[src/rtl/sdram_port_arbiter.sv]
// sdram_port_arbiter
//   Shares the CPU-side SDRAM port between three requesters: the boot /
//   expansion-ROM loader (L), the Z80 memory path (C) and a DMA requester (D).
//   One access is granted per ce_ref slot. Priority is L > C > D, except that
//   D is moved ahead of C once it has lost STARVE_MAX consecutive slots to C.
//
//   Optional feature (macro ARB_ROMPROT_EN): C or D writes whose address has
//   the top bit set (ROM region) are granted and acknowledged, but mem_we and
//   mem_oe stay low for the slot. Loader writes are never blocked.
//
// Parameters
//   AW          SDRAM byte address width
//   RD_LAT      cycles from the granting ce_ref cycle to read data (2..15)
//   STARVE_MAX  slots D may lose to C before it is forced ahead of C
//
// Ports
//   clk_sys, reset (sync, active-high), ce_ref (one cycle per 16-cycle slot)
//   {l,c,d}_req/_we/_addr/_bank/_din  request groups, req held until ack
//   {l,c,d}_ack                       one-cycle completion pulses
//   rd_data                           read data, valid with a read's ack
//   mem_oe/we/addr/bank/din, mem_dout sdram CPU port
//   grant                             owner: 0 none, 1 L, 2 C, 3 D
module sdram_port_arbiter #(
  parameter int unsigned AW         = 23,
  parameter int unsigned RD_LAT     = 8,
  parameter int unsigned STARVE_MAX = 3
) (
  input  logic          clk_sys,
  input  logic          reset,
  input  logic          ce_ref,
  input  logic          l_req,
  input  logic          l_we,
  input  logic [AW-1:0] l_addr,
  input  logic [1:0]    l_bank,
  input  logic [7:0]    l_din,
  output logic          l_ack,
  input  logic          c_req,
  input  logic          c_we,
  input  logic [AW-1:0] c_addr,
  input  logic [1:0]    c_bank,
  input  logic [7:0]    c_din,
  output logic          c_ack,
  input  logic          d_req,
  input  logic          d_we,
  input  logic [AW-1:0] d_addr,
  input  logic [1:0]    d_bank,
  input  logic [7:0]    d_din,
  output logic          d_ack,
  output logic [7:0]    rd_data,
  output logic          mem_oe,
  output logic          mem_we,
  output logic [AW-1:0] mem_addr,
  output logic [1:0]    mem_bank,
  output logic [7:0]    mem_din,
  input  logic [7:0]    mem_dout,
  output logic [1:0]    grant
);

  typedef enum logic {IDLE, BUSY} state_t;
  typedef enum logic [1:0] {
    OWN_NONE = 2'd0,
    OWN_L    = 2'd1,
    OWN_C    = 2'd2,
    OWN_D    = 2'd3
  } owner_t;

  // Counter starts at 0 in the first cycle after the granting edge, so the
  // ack register is loaded one count early to be visible at RD_LAT-1.
  localparam logic [3:0] ACK_CNT = 4'(RD_LAT - 2);

  state_t        state, state_next;
  owner_t        owner, win;
  logic [3:0]    cnt;
  logic [1:0]    starve_cnt;
  logic          slot_we;
  logic          starved;
  logic          rom_block;
  logic          w_we;
  logic [AW-1:0] w_addr;
  logic [1:0]    w_bank;
  logic [7:0]    w_din;

  assign starved = 32'(starve_cnt) >= STARVE_MAX;
  assign grant   = owner;

  always_comb begin
    win = OWN_NONE;
    if (l_req)                 win = OWN_L;
    else if (d_req && starved) win = OWN_D;
    else if (c_req)            win = OWN_C;
    else if (d_req)            win = OWN_D;
  end

  always_comb begin
    w_we   = 1'b0;
    w_addr = '0;
    w_bank = '0;
    w_din  = '0;
    case (win)
      OWN_L: begin w_we = l_we; w_addr = l_addr; w_bank = l_bank; w_din = l_din; end
      OWN_C: begin w_we = c_we; w_addr = c_addr; w_bank = c_bank; w_din = c_din; end
      OWN_D: begin w_we = d_we; w_addr = d_addr; w_bank = d_bank; w_din = d_din; end
      default: ;
    endcase
  end

`ifdef ARB_ROMPROT_EN
  assign rom_block = w_we && w_addr[AW-1] && (win == OWN_C || win == OWN_D);
`else
  assign rom_block = 1'b0;
`endif

  always_ff @(posedge clk_sys) begin
    if (reset) state <= IDLE;
    else       state <= state_next;
  end

  always_comb begin
    state_next = state;
    if (ce_ref) state_next = (win == OWN_NONE) ? IDLE : BUSY;
  end

  always_ff @(posedge clk_sys) begin
    if (reset) begin
      owner      <= OWN_NONE;
      cnt        <= '0;
      starve_cnt <= '0;
      slot_we    <= 1'b0;
      mem_oe     <= 1'b0;
      mem_we     <= 1'b0;
      mem_addr   <= '0;
      mem_bank   <= '0;
      mem_din    <= '0;
      rd_data    <= '0;
      l_ack      <= 1'b0;
      c_ack      <= 1'b0;
      d_ack      <= 1'b0;
    end else begin
      l_ack <= 1'b0;
      c_ack <= 1'b0;
      d_ack <= 1'b0;
      if (ce_ref) begin
        // A ce_ref always ends the current slot, even if its ack never came.
        owner    <= win;
        cnt      <= '0;
        slot_we  <= w_we;
        mem_oe   <= (win != OWN_NONE) && !w_we;
        mem_we   <= (win != OWN_NONE) && w_we && !rom_block;
        mem_addr <= w_addr;
        mem_bank <= w_bank;
        mem_din  <= w_din;
        if (win == OWN_C && d_req) begin
          if (starve_cnt != 2'b11) starve_cnt <= starve_cnt + 2'd1;
        end else if (win == OWN_D || !d_req) begin
          starve_cnt <= '0;
        end
      end else if (state == BUSY) begin
        if (cnt != 4'hF) cnt <= cnt + 4'd1;
        if (cnt == ACK_CNT) begin
          l_ack <= (owner == OWN_L);
          c_ack <= (owner == OWN_C);
          d_ack <= (owner == OWN_D);
          if (!slot_we) rd_data <= mem_dout;
        end
      end
    end
  end

endmodule

[config.mk]
export PLATFORM = sky130hd
export DESIGN_NAME = sdram_port_arbiter
export DESIGN_NICKNAME = d
export VERILOG_FILES = /design/src/rtl/sdram_port_arbiter.sv
export SDC_FILE = /design/constraint.sdc
export NUM_CORES = 1
export LEC_CHECK = 0
export ABC_CLOCK_PERIOD_IN_PS = 2050
export BUFFER_PORTS_ARGS = -buffer_cell sky130_fd_sc_hd__buf_2
export CORE_UTILIZATION = 40
export DETAILED_ROUTE_END_ITERATION = 8
export PLACE_DENSITY = 0.74
export SYNTH_ARGS = -nofsm -noshare
export SYNTH_HDL_FRONTEND = slang
export SYNTH_SLANG_ARGS = --single-unit
[constraint.sdc]
create_clock -name clk_sys -period 2.05 [get_ports clk_sys]
set_input_delay 0.41 -clock clk_sys [delete_from_list [all_inputs] [get_ports clk_sys]]
set_output_delay 0.41 -clock clk_sys [all_outputs]
set_load 0.01 [all_outputs]
==> metrics.txt <==
# TYPE chip_impl_metric gauge
chip_impl_metric{name="area_growth_syn_to_layout",unit="%"} 36.6
chip_impl_metric{name="number_of_global_route_vias_before_repair",unit=""} 2688
chip_impl_metric{name="cts_made_buffers",unit=""} 5
chip_impl_metric{name="share_comb_of_total_power",unit="%"} 18.2
chip_impl_metric{name="relSlewSlack",unit="%"} 21.1
chip_impl_metric{name="timing.fmax",unit="MHz"} 579
chip_impl_metric{name="post_route_cells_drive_above_1_share",unit="%"} 41.1
chip_impl_info{name="cts_tree",value="done"} 1
chip_impl_metric{name="cap_violations",unit=""} 0
chip_impl_metric{name="max-clock-path-buffers",unit=""} 2
chip_impl_metric{name="timing.setup.tns",unit="ns"} 0
chip_impl_info{name="cp-start-kind",value="register"} 1
chip_impl_metric{name="synthesis.area",unit="mm^2"} 0.00258
chip_impl_metric{name="residual_antenna_violating_net_count_after_detailed_routing",unit=""} 0
chip_impl_metric{name="clk_transition_reported_paths",unit="ns"} 0.09
chip_impl_metric{name="distinct_cell_type_count_after_synthesis",unit=""} 42
chip_impl_metric{name="route.vias.total",unit=""} 2820
chip_impl_metric{name="floorplan.core_area",unit="mm^2"} 0.00606
chip_impl_metric{name="ffs_w_async_s_r_synth",unit="%"} 0
chip_impl_metric{name="layout_worst_path_cycle_share",unit="%"} 84.3
chip_impl_metric{name="finalWeightedCongestion",unit=""} 0.774
chip_impl_metric{name="dieWidth",unit="um"} 82.4
chip_impl_metric{name="worstMarginPinSlew",unit="ns"} 1.18
chip_impl_metric{name="sequentialPowerShare",unit="%"} 53.8
chip_impl_metric{name="drtIter0Drc",unit=""} 65
chip_impl_metric{name="diodes",unit=""} 0
chip_impl_metric{name="dr_drc_count",unit=""} 0
chip_impl_metric{name="postCtsHoldBufs",unit=""} 0
chip_impl_info{name="crit_slowest_cell",value="sky130_fd_sc_hd__and2_1"} 1
chip_impl_info{name="worstHoldPathType",value="in2reg"} 1
chip_impl_info{name="clk_tree_root_cell",value="sky130_fd_sc_hd__clkbuf_8"} 1
chip_impl_metric{name="dp.final_hpwl",unit="um"} 5650
chip_impl_metric{name="detailedRoute.firstPassIterationCount",unit=""} 4
chip_impl_metric{name="power",unit="mW"} 2.17
chip_impl_metric{name="fin_hold_ws",unit="ns"} 0.340
chip_impl_metric{name="grt_pass1_wl",unit="um"} 11800
chip_impl_metric{name="ys_seq_area_share",unit="%"} 43.4
chip_impl_info{name="outcome",value="finished, final reports clean"} 1
chip_impl_metric{name="die_h",unit="um"} 82.4
chip_impl_metric{name="post_cts_buffers",unit=""} 0
chip_impl_metric{name="grt_overflow",unit=""} 0
chip_impl_metric{name="crit_fanout",unit=""} 19
chip_impl_metric{name="post-route-min-period",unit="ns"} 1.73
chip_impl_metric{name="synth.yosys.warnings",unit=""} 0
chip_impl_metric{name="initial_core_utilization",unit="%"} 42.7
chip_impl_metric{name="clock_sinks",unit=""} 56
chip_impl_metric{name="num_rows",unit=""} 28
chip_impl_metric{name="worstPathRequired",unit="ns"} 2.27
chip_impl_metric{name="grt_start_max_net_pins",unit=""} 34
chip_impl_metric{name="cts_resized",unit=""} 0
chip_impl_metric{name="power.density",unit="mW/mm^2"} 615
chip_impl_metric{name="grt_antenna_before_repair",unit=""} 0
chip_impl_info{name="postSynth.topFlopCell",value="sky130_fd_sc_hd__dfxtp_1"} 1
chip_impl_metric{name="cp.arrival",unit="ns"} 1.94
chip_impl_metric{name="port-buffer-count",unit=""} 163
chip_impl_metric{name="worst_path_largest_cell_delay",unit="ns"} 0.59
chip_impl_metric{name="post_synthesis_net_count",unit=""} 418
chip_impl_metric{name="sw_frac_of_total",unit="%"} 25.9
chip_impl_metric{name="ioPinCount",unit=""} 164
chip_impl_metric{name="power.clock.fraction",unit="%"} 28.0
chip_impl_metric{name="die_area",unit="mm^2"} 0.00679
chip_impl_info{name="crit_type",value="reg2reg"} 1
chip_impl_metric{name="post_synth.cell_area_avg",unit="um^2"} 8.65
chip_impl_metric{name="leakage",unit="nW"} 1.69
chip_impl_metric{name="post_synth_inst_count",unit=""} 299
chip_impl_metric{name="fin_nets",unit=""} 571
chip_impl_metric{name="p_sw",unit="mW"} 0.564
chip_impl_metric{name="power.internal",unit="mW"} 1.61
chip_impl_metric{name="clkLatencyLatePin",unit="ns"} 0.30
chip_impl_metric{name="clock-skew-final",unit="ns"} 0.00499
chip_impl_metric{name="count_of_flip_flops_with_a_built_in_enable_after_synthesis",unit=""} 0
chip_impl_metric{name="peakVddDrop",unit="V"} 0.000352
chip_impl_metric{name="global_route.usage.total",unit="%"} 22.6
chip_impl_metric{name="drt_wl_total",unit="um"} 7430
chip_impl_metric{name="number_of_h_tree_levels",unit=""} 2
chip_impl_metric{name="n_fill_cell",unit=""} 564
chip_impl_metric{name="finalSetupViolCount",unit=""} 0
chip_impl_metric{name="maxSlewViolCount",unit=""} 0
chip_impl_metric{name="drt-vias-per-instance",unit=""} 5.34
chip_impl_info{name="grt_setup_unrepaired",value="no"} 1
chip_impl_metric{name="synth.ff_latch_count",unit=""} 56
chip_impl_metric{name="timing_hold_violations_final",unit=""} 0
chip_impl_metric{name="wl_per_cell",unit="um"} 14.1
chip_impl_info{name="critPathCaptureType",value="register"} 1
chip_impl_info{name="ordered_cell_list_for_the_critical_path",value="ha_1, nand2b_1, and2_1, nor2_1, a211oi_1"} 1
[stage by stage]
step	setup WS (ns)	instance area [um^2]	util [%]	std cells
2_1_floorplan	0.568	2580	-	299
3_3_place_gp	0.130	3440	56.8	520
3_5_place_dp	0.0863	3440	56.8	520
4_1_cts	0.293	3530	58.3	528
5_1_grt	0.109	3530	58.3	528
6_report	0.323	3530	58.3	528
[worst max-delay path: cells and delay by family (launching register included)]
family | cells | cell delay [ns]
and+or+nand+nor | 3 | 0.85
DFF | 1 | 0.36
AOI/OAI and AO/OA | 1 | 0.25
adders and majority gates | 1 | 0.18
[sequential cells by signal (all words and copies together) (netlist names)]
signal      flops
l_ack           1
slot_we         1
mem_we          1
starve_cnt      2
d_ack           1
state           1
mem_oe          1
mem_addr       23
rd_data         8
cnt             4
mem_din         8
grant           2
mem_bank        2
c_ack           1
[placed cells by master (no fill, tap or decap), types with 3 or more instances in the layout]
master,synthesis,final
sky130_fd_sc_hd__a32oi_1,18,18
sky130_fd_sc_hd__nor2_1,9,9
sky130_fd_sc_hd__buf_4,2,9
sky130_fd_sc_hd__ha_1,3,3
sky130_fd_sc_hd__a21oi_1,12,12
sky130_fd_sc_hd__nand3_1,3,3
sky130_fd_sc_hd__and2_1,19,19
sky130_fd_sc_hd__a221oi_1,15,15
sky130_fd_sc_hd__a31oi_1,18,18
sky130_fd_sc_hd__dfxtp_1,56,56
sky130_fd_sc_hd__nor3_1,3,3
sky130_fd_sc_hd__buf_2,13,163
sky130_fd_sc_hd__and3_1,17,17
sky130_fd_sc_hd__clkbuf_8,0,6
sky130_fd_sc_hd__o21ai_1,32,32
sky130_fd_sc_hd__nand2_1,37,37
[synth_stat cells (3+ instances only)]
cell	number	area share [%]
sky130_fd_sc_hd__nand3_1	3	0.58
sky130_fd_sc_hd__ha_1	3	1.5
sky130_fd_sc_hd__a31oi_1	18	4.4
sky130_fd_sc_hd__a32oi_1	18	6.1
sky130_fd_sc_hd__a221oi_1	15	5.1
sky130_fd_sc_hd__dfxtp_1	56	43
sky130_fd_sc_hd__a21oi_1	12	2.3
sky130_fd_sc_hd__nor3_1	3	0.58
sky130_fd_sc_hd__and2_1	19	4.6
sky130_fd_sc_hd__clkbuf_1	10	1.5
sky130_fd_sc_hd__nand2_1	37	5.4
sky130_fd_sc_hd__buf_2	13	2.5
sky130_fd_sc_hd__o21ai_1	32	6.2
sky130_fd_sc_hd__nor2_1	9	1.3
sky130_fd_sc_hd__and3_1	17	4.1
[metal layers]
metal	vias up	routed length [um]	GRT usage [%]
li1	1412	-	-
met1	1286	3130	25.9
met2	109	3710	41.5
met3	13	463	4.84
met4	0	127	7.19
met5	-	0	0
[path summary, 6_finish.rpt]
kind                       from            to  slack [ns]  depth (start not counted)
setup / recovery  starve_cnt[0]      grant[0]        0.32                          5
hold / removal      mem_dout[1]    rd_data[1]        0.34                          3
setup reg to reg  starve_cnt[0]      grant[0]        0.32                          5
hold reg to reg    mem_addr[12]  mem_addr[12]        0.46                          2
[power groups by stage]
stage               clock network (mW)  registers, mW  logic (mW)
floorplan                            0           1.21       0.183
global placement                     0           1.19       0.391
detailed placement                   0           1.19       0.398
CTS                              0.631           1.17       0.398
global route                     0.670           1.18       0.440
finish                           0.608           1.17       0.396
[layout make-up]
| class | count | area [um^2] | area share (%) |
|---|---|---|---|
| clock buffers | 8 | 90.1 | 2.55 |
| well taps | 75 | 93.8 | 2.66 |
| flip-flops and latches | 56 | 1120 | 31.7 |
| multi-input cells | 213 | 1310 | 37.2 |
| inverters | 3 | 11.3 | 0.319 |
| repair buffers | 173 | 903 | 25.6 |
[kinds of logic (layout without fill, tap and decap cells)]
group                    count (synthesis)  in the layout  share of synthesized area [%]
AO/OA/AOI/OAI                          106            106                           28.0
AND/OR/NAND/NOR                        101            101                           20.2
flip-flops                              56             56                           43.4
buffers and inverters                   30            184                           5.86
adder cells (fa/ha/maj)                  3              3                           1.45
XOR/XNOR                                 2              2                          0.678
multiplexers                             1              1                          0.387
Note: power is estimated with default switching activity, not from simulation.
